==> src/rtl/mem_arbiter.sv <==
// mem_arbiter: grants the single-ported RAM to icache or dcache with alternating fairness,
// a per-grant timeout that returns BADWORD, and a sticky error flag.
module mem_arbiter #(
    parameter int          TIMEOUT = 64,
    parameter logic [31:0] BADWORD = 32'hBAD1BAD1
) (
    input  logic        CLK,
    input  logic        RST,
    input  logic        iREN,
    input  logic [31:0] iaddr,
    output logic        iwait,
    output logic [31:0] iload,
    input  logic        dREN,
    input  logic        dWEN,
    input  logic [31:0] daddr,
    input  logic [31:0] dstore,
    output logic        dwait,
    output logic [31:0] dload,
    output logic        ccwait,
    output logic        ccinv,
    output logic [31:0] ccsnoopaddr,
    output logic        ramREN,
    output logic        ramWEN,
    output logic [31:0] ramaddr,
    output logic [31:0] ramstore,
    input  logic [31:0] ramload,
    input  logic [1:0]  ramstate,
    output logic        err
);
    localparam int CW = $clog2(TIMEOUT + 1);
    typedef enum logic [1:0] {IDLE, DGNT, IGNT} state_t;
    state_t        state;
    logic          last_d;
    logic [CW-1:0] cnt;
    logic          dgnt, ignt, req, acc, tout, done;
    // Outputs are forced to their reset values while RST is held.
    assign dgnt = (state == DGNT) & ~RST;
    assign ignt = (state == IGNT) & ~RST;
    assign req  = (state == DGNT) ? (dREN | dWEN) : iREN;
    assign acc  = ramstate == 2'd2;
    assign tout = ~acc & (cnt == CW'(TIMEOUT - 1));
    assign done = (dgnt | ignt) & req & (acc | tout);
    assign ramREN   = dgnt ? (dREN & ~dWEN) : (ignt & iREN);
    assign ramWEN   = dgnt & dWEN;
    assign ramaddr  = dgnt ? daddr : ignt ? iaddr : '0;
    assign ramstore = dgnt ? dstore : '0;
    assign dwait    = ~(dgnt & done);
    assign iwait    = ~(ignt & done);
    assign dload    = dgnt ? (tout ? BADWORD : ramload) : '0;
    assign iload    = ignt ? (tout ? BADWORD : ramload) : '0;
    assign ccwait      = 1'b0;
    assign ccinv       = 1'b0;
    assign ccsnoopaddr = '0;
    always_ff @(posedge CLK) begin
        if (RST) begin
            state  <= IDLE;
            last_d <= 1'b0;
            cnt    <= '0;
            err    <= 1'b0;
        end else if (state == IDLE) begin
            cnt <= '0;
            if ((dREN | dWEN) & ~(iREN & last_d))
                state <= DGNT;
            else if (iREN)
                state <= IGNT;
        end else begin
            if (ramstate == 2'd3)
                err <= 1'b1;
            if (~req) begin
                state <= IDLE;
                cnt   <= '0;
            end else if (acc | tout) begin
                state  <= IDLE;
                cnt    <= '0;
                last_d <= (state == DGNT);
                if (tout)
                    err <= 1'b1;
            end else begin
                cnt <= cnt + 1'b1;
            end
        end
    end
endmodule
==> config.mk <==
export PLATFORM = sky130hd
export DESIGN_NAME = mem_arbiter
export DESIGN_NICKNAME = d
export VERILOG_FILES = /design/src/rtl/mem_arbiter.sv
export SDC_FILE = /design/constraint.sdc
export NUM_CORES = 1
export LEC_CHECK = 0
export ABC_AREA = 0
export CORE_AREA = 2 2 116 118
export CTS_BUF_LIST = sky130_fd_sc_hd__clkbuf_2
export DETAILED_ROUTE_END_ITERATION = 6
export DIE_AREA = 0 0 118 120
export PLACE_DENSITY = 0.58
export SLEW_MARGIN = 0
export SYNTH_ARGS = -nofsm -noshare
export SYNTH_HDL_FRONTEND = slang
export SYNTH_SLANG_ARGS = --single-unit
==> constraint.sdc <==
create_clock -name CLK -period 1.8 [get_ports CLK]
set_input_delay 0.27 -clock CLK [delete_from_list [all_inputs] [get_ports CLK]]
set_output_delay 0.27 -clock CLK [all_outputs]
set_load 0.03 [all_outputs]
# Word-level counts from Yosys, hierarchy flattened
# Index checks and enable logic that the tools add are counted.
[word_totals]
output_inout_bits = 167
word_cells = 56
register_bits = 11
input_bits = 135
[classes]
mux = 17
n_bitwise = 23
add_sub_neg = 1
eq_ne = 7
n_reduce_logical = 4
[op_table]
columns = ["operator", "n"]
rows = [
  ["32-bit two-way mux", 6],
  ["1-bit AND", 12],
  ["2-bit two-way mux", 5],
  ["1-bit inverter", 8],
  ["7-bit by 1-bit adder with 7-bit output, second input constant", 1],
  ["7-bit by 6-bit == test with 1-bit output, second input constant", 1],
  ["2-bit == test, second input constant", 3],
  ["1-bit two-way mux", 6],
  ["4-bit OR reduction", 1],
  ["3-bit by 1-bit inequality test with 1-bit output, second input constant", 1],
  ["3-bit by 2-bit inequality test with 1-bit output, second input constant", 1],
  ["1-bit OR", 3],
  ["3-bit AND reduction", 1],
  ["2-bit by 1-bit == test with 1-bit output, second input constant", 1],
  ["2-bit zero test", 1],
  ["2-bit AND reduction", 1],
]

# Logic depth before layout (Yosys ltp)
[logic_depth]
word_depth = 7
mapped_depth = 7
mapped_depth_nobuf = 5

# Worst setup path before layout
# No wires, ideal clock.
[synth_timing]
path_type = "register to output"
start = "register cnt[0]"
end = "output dload[11]"
n_path_buf = 2
arrival_ns = 1.709
slack_ns = -0.179
required_ns = 1.530
path_stages_with_launch = 8
path_cell_list = "dfxtp_1 -> ha_1 -> nand3_2 -> or3_1 -> buf_2 -> nor2_8 -> buf_6 -> o21a_1"
[synth_between]
elab_chain_cells = 4
[synth_lines]
columns = ["item", "line_no", "text"]
rows = [
  ["start: declaration", "34", "logic [CW-1:0] cnt;"],
  ["start signal: assignment", "79", "cnt <= cnt + 1'b1;"],
  ["7-bit by 6-bit == test with 1-bit output", "41", "assign tout = ~acc & (cnt == CW'(TIMEOUT - 1));"],
  ["1-bit AND", "41", ""],
  ["32-bit two-way mux (2 in series)", "49", "assign dload = dgnt ? (tout ? BADWORD : ramload) : '0;"],
  ["end: declaration", "18", "output logic [31:0] dload,"],
]
# Every way passes these cells.

# Final worst setup path
[layout_timing]
start = "register cnt[1]"
end = "output dload[4]"
# Same word-level chain as after synthesis.

==> run metrics <==
worst reg2reg endpoint=last_d; global-route usage over all layers=0.180; P per Cell Area=296 nW/um2; largest net degree at the start of global routing=29; Sw Share=0.405; # fillers=1183; vias per cell=4.29; Port Buffers=267; clk slew on worst S/H paths=0.12 ns; mapped cell area=1860 um2; critical path required time=1.53 ns; Power Internal=1.16 mW; max frequency=462 MHz; hold path endpoint=err; Die H=120 um; Post-DP Area=4880 um2; Final Cell Area=6580 um2; Crit. End Element=output pin; RR Startpoint=cnt[1]; Clock Latency Late Sink=0.27 ns; Synth Instances=250; vias=3236; worst r2r path cells=9; Logic pwr share=0.793; reg-to-reg slack, setup=0.13 ns; CTS Root Cell=clkbuf_2; Ports=302; first-pass GRT wire length=19900 um; nets=716; clock skew=0.0162 ns; MaxCap Viol Count=0; vias in the first global route=3381; Hold Crit Class=input pin to register; Seq pwr share=0.133; Worst Path Arrival=1.89 ns; GRT overflow=0; most common cell after layout, fill and taps aside=buf_6; effective utilization at floorplan=0.143; #FFs+latches synth=11; Ys Warns=0; Rows=42; Avg Inst Size Synth=7.42 um2; Cell variety after synth=37; hold_buf cts=0; Num CTS Buffers=3; final setup violation count=132; DRT Pass-1 Iters=4; Hold Vio Cnt, Final=0; WHS Path Cells=2; core area=13000 um2; die width=118 um; failing checks=setup timing; initial drt markers=51; status=complete, but fails checks; initial antenna violation count=0; fin worst setup slack=-0.364 ns; CTS Buffer Depth=2; post-synthesis sequential area ratio=0.119; area grow syn2layout=255%; Final ANT Viol Nets=0; die area=14200 um2; H-tree lvl count=1; multi-input combinational cell area=1990 um2; WL per Instance=18.6 um; Final GP Congestion=0.789; final worst-path cycle share=1.20; final WL=14000 um; CTS tree=built; RSZ-0062 raised after global routing=yes; final core utilization=0.507; P_leak=2.88 nW; register cell area after layout=225 um2; P_sw=0.788 mW; number of diodes=0; DRC viols=0; CTS sink cnt=11; layout cell share with drive strength beyond 1=0.582; Hold Startpoint=RST; commonest non-fill, non-tap cells in the layout=buf_6 (139), clkdlybuf4s50_1 (134), conb_1 (34); Detail Placement HPWL=8780 um; critical path fanouts, max=5; VDD IR max=169 uV; WS Path Type=register to output pin; Clock Power Share=0.074; CP Launch Type=register; min cycle time layout=2.16 ns; max-slew violations=0
-- metrics by stage --
| step | cells | total power, mW | worst slack (ns) | hold WS [ns] | setup TNS [ns] |
|---|---|---|---|---|---|
| after detailed placement | 700 | 1.41 | -0.468 | 0.461 | -43.06 |
| final | 755 | 1.95 | -0.364 | 0.468 | -35.06 |
| after CTS | 752 | 1.96 | -0.397 | 0.477 | -37.97 |
| after global routing | 755 | 2.03 | -0.432 | 0.455 | -46.69 |
| after global placement | 700 | 1.41 | -0.442 | 0.446 | -43.22 |
| after floorplan | 283 | 0.842 | 0.0254 | 0.339 | 0 |
-- worst max path at each step --
stage	start	end	slack, ns
floorplan	cnt[1]	dload[11]	0.03
global route	cnt[1]	dload[4]	-0.43
CTS	cnt[1]	dload[4]	-0.40
global placement	dREN	iwait	-0.44
finish	cnt[1]	dload[4]	-0.36
detailed placement	iREN	iwait	-0.47
-- synth_stat cells --
| master | number | area [um2] |
|---|---|---|
| o22ai_1 | 1 | 6.26 |
| nor2b_1 | 3 | 18.8 |
| nand3b_1 | 1 | 7.51 |
| o21a_1 | 36 | 270 |
| nand3_1 | 1 | 5.00 |
| nor3b_1 | 1 | 7.51 |
| conb_1 | 1 | 3.75 |
| a21boi_1 | 1 | 7.51 |
| xor2_1 | 2 | 17.5 |
| or3_1 | 2 | 12.5 |
| nand3_2 | 1 | 10.0 |
| o211ai_1 | 1 | 7.51 |
| nand2b_1 | 1 | 6.26 |
| buf_2 | 12 | 60.1 |
| a221oi_1 | 1 | 8.76 |
| mux2i_1 | 1 | 10.0 |
| nor3_1 | 1 | 5.00 |
| buf_6 | 3 | 33.8 |
| o21ai_0 | 1 | 5.00 |
| nor4_1 | 1 | 6.26 |
| xnor2_1 | 2 | 17.5 |
| nand4_1 | 1 | 6.26 |
| a32o_1 | 1 | 10.0 |
| and2_1 | 33 | 206 |
| nor2_8 | 1 | 20.0 |
| inv_1 | 5 | 18.8 |
| and3_1 | 29 | 181 |
| clkbuf_1 | 9 | 33.8 |
| a2bb2oi_1 | 1 | 8.76 |
| dfxtp_1 | 11 | 220 |
| nor2_1 | 10 | 37.5 |
| a41oi_1 | 1 | 8.76 |
| a22o_1 | 32 | 280 |
| ha_1 | 1 | 12.5 |
| buf_4 | 34 | 255 |
| a21oi_1 | 2 | 10.0 |
| nand2_1 | 5 | 18.8 |
-- timing repair --
action | CTS | global route
endpoints found under the setup margin | 132 | 139
cloned | 18 | 5
pin swaps | 54 | 23
resized for setup | 237 | 37
buffers inserted | 30 | 9
-- kinds of logic (layout without fill, tap and decap cells) --
group / Yosys count / in the layout / share of synthesized area
flip-flops: 11 / 11 / 0.119
AO/OA/AOI/OAI: 78 / 78 / 0.336
adder cells (fa/ha/maj): 1 / 1 / 0.00674
XOR/XNOR: 4 / 4 / 0.0189
other: 1 / 34 / 0.00202
buffers and inverters: 63 / 358 / 0.216
multiplexers: 1 / 1 / 0.00539
AND/OR/NAND/NOR: 91 / 92 / 0.296
-- final cells by class --
class / instances / share of cell area
sequential: 11 / 0.0342
tap: 176 / 0.0334
multi-input combinational: 210 / 0.302
timing repair buffer: 349 / 0.625
inverter: 5 / 0.00285
clock buffer: 4 / 0.00304
-- critical path, stage by stage, from the launching register on --
cell     delay (ns)
dfxtp_2        0.36
ha_4           0.15
nand3_4        0.06
or3_4          0.34
buf_6          0.15
nor2_8         0.16
buf_12         0.15
o21a_1         0.14
buf_6          0.14
-- registers in the layout (all words and copies together) (netlist names) --
register	cells
cnt	7
err	1
last_d	1
state	2
-- routing by layer --
layer | global-route usage | vias to the layer above | share of wire
li1 | - | 1485 | -
met5 | 0 | - | 0
met2 | 0.363 | 204 | 0.55
met1 | 0.194 | 1535 | 0.36
met3 | 0.0337 | 12 | 0.067
met4 | 0.0301 | 0 | 0.016
-- power by group through the flow --
| stage | sequential, mW | combinational, mW | clock (mW) |
|---|---|---|---|
| after floorplan | 0.267 | 0.575 | 0 |
| final | 0.258 | 1.54 | 0.145 |
| after detailed placement | 0.262 | 1.15 | 0 |
| after global routing | 0.259 | 1.61 | 0.165 |
| after global placement | 0.261 | 1.15 | 0 |
| after CTS | 0.258 | 1.55 | 0.154 |
No activity file was read; power rests on OpenSTA's default activity.
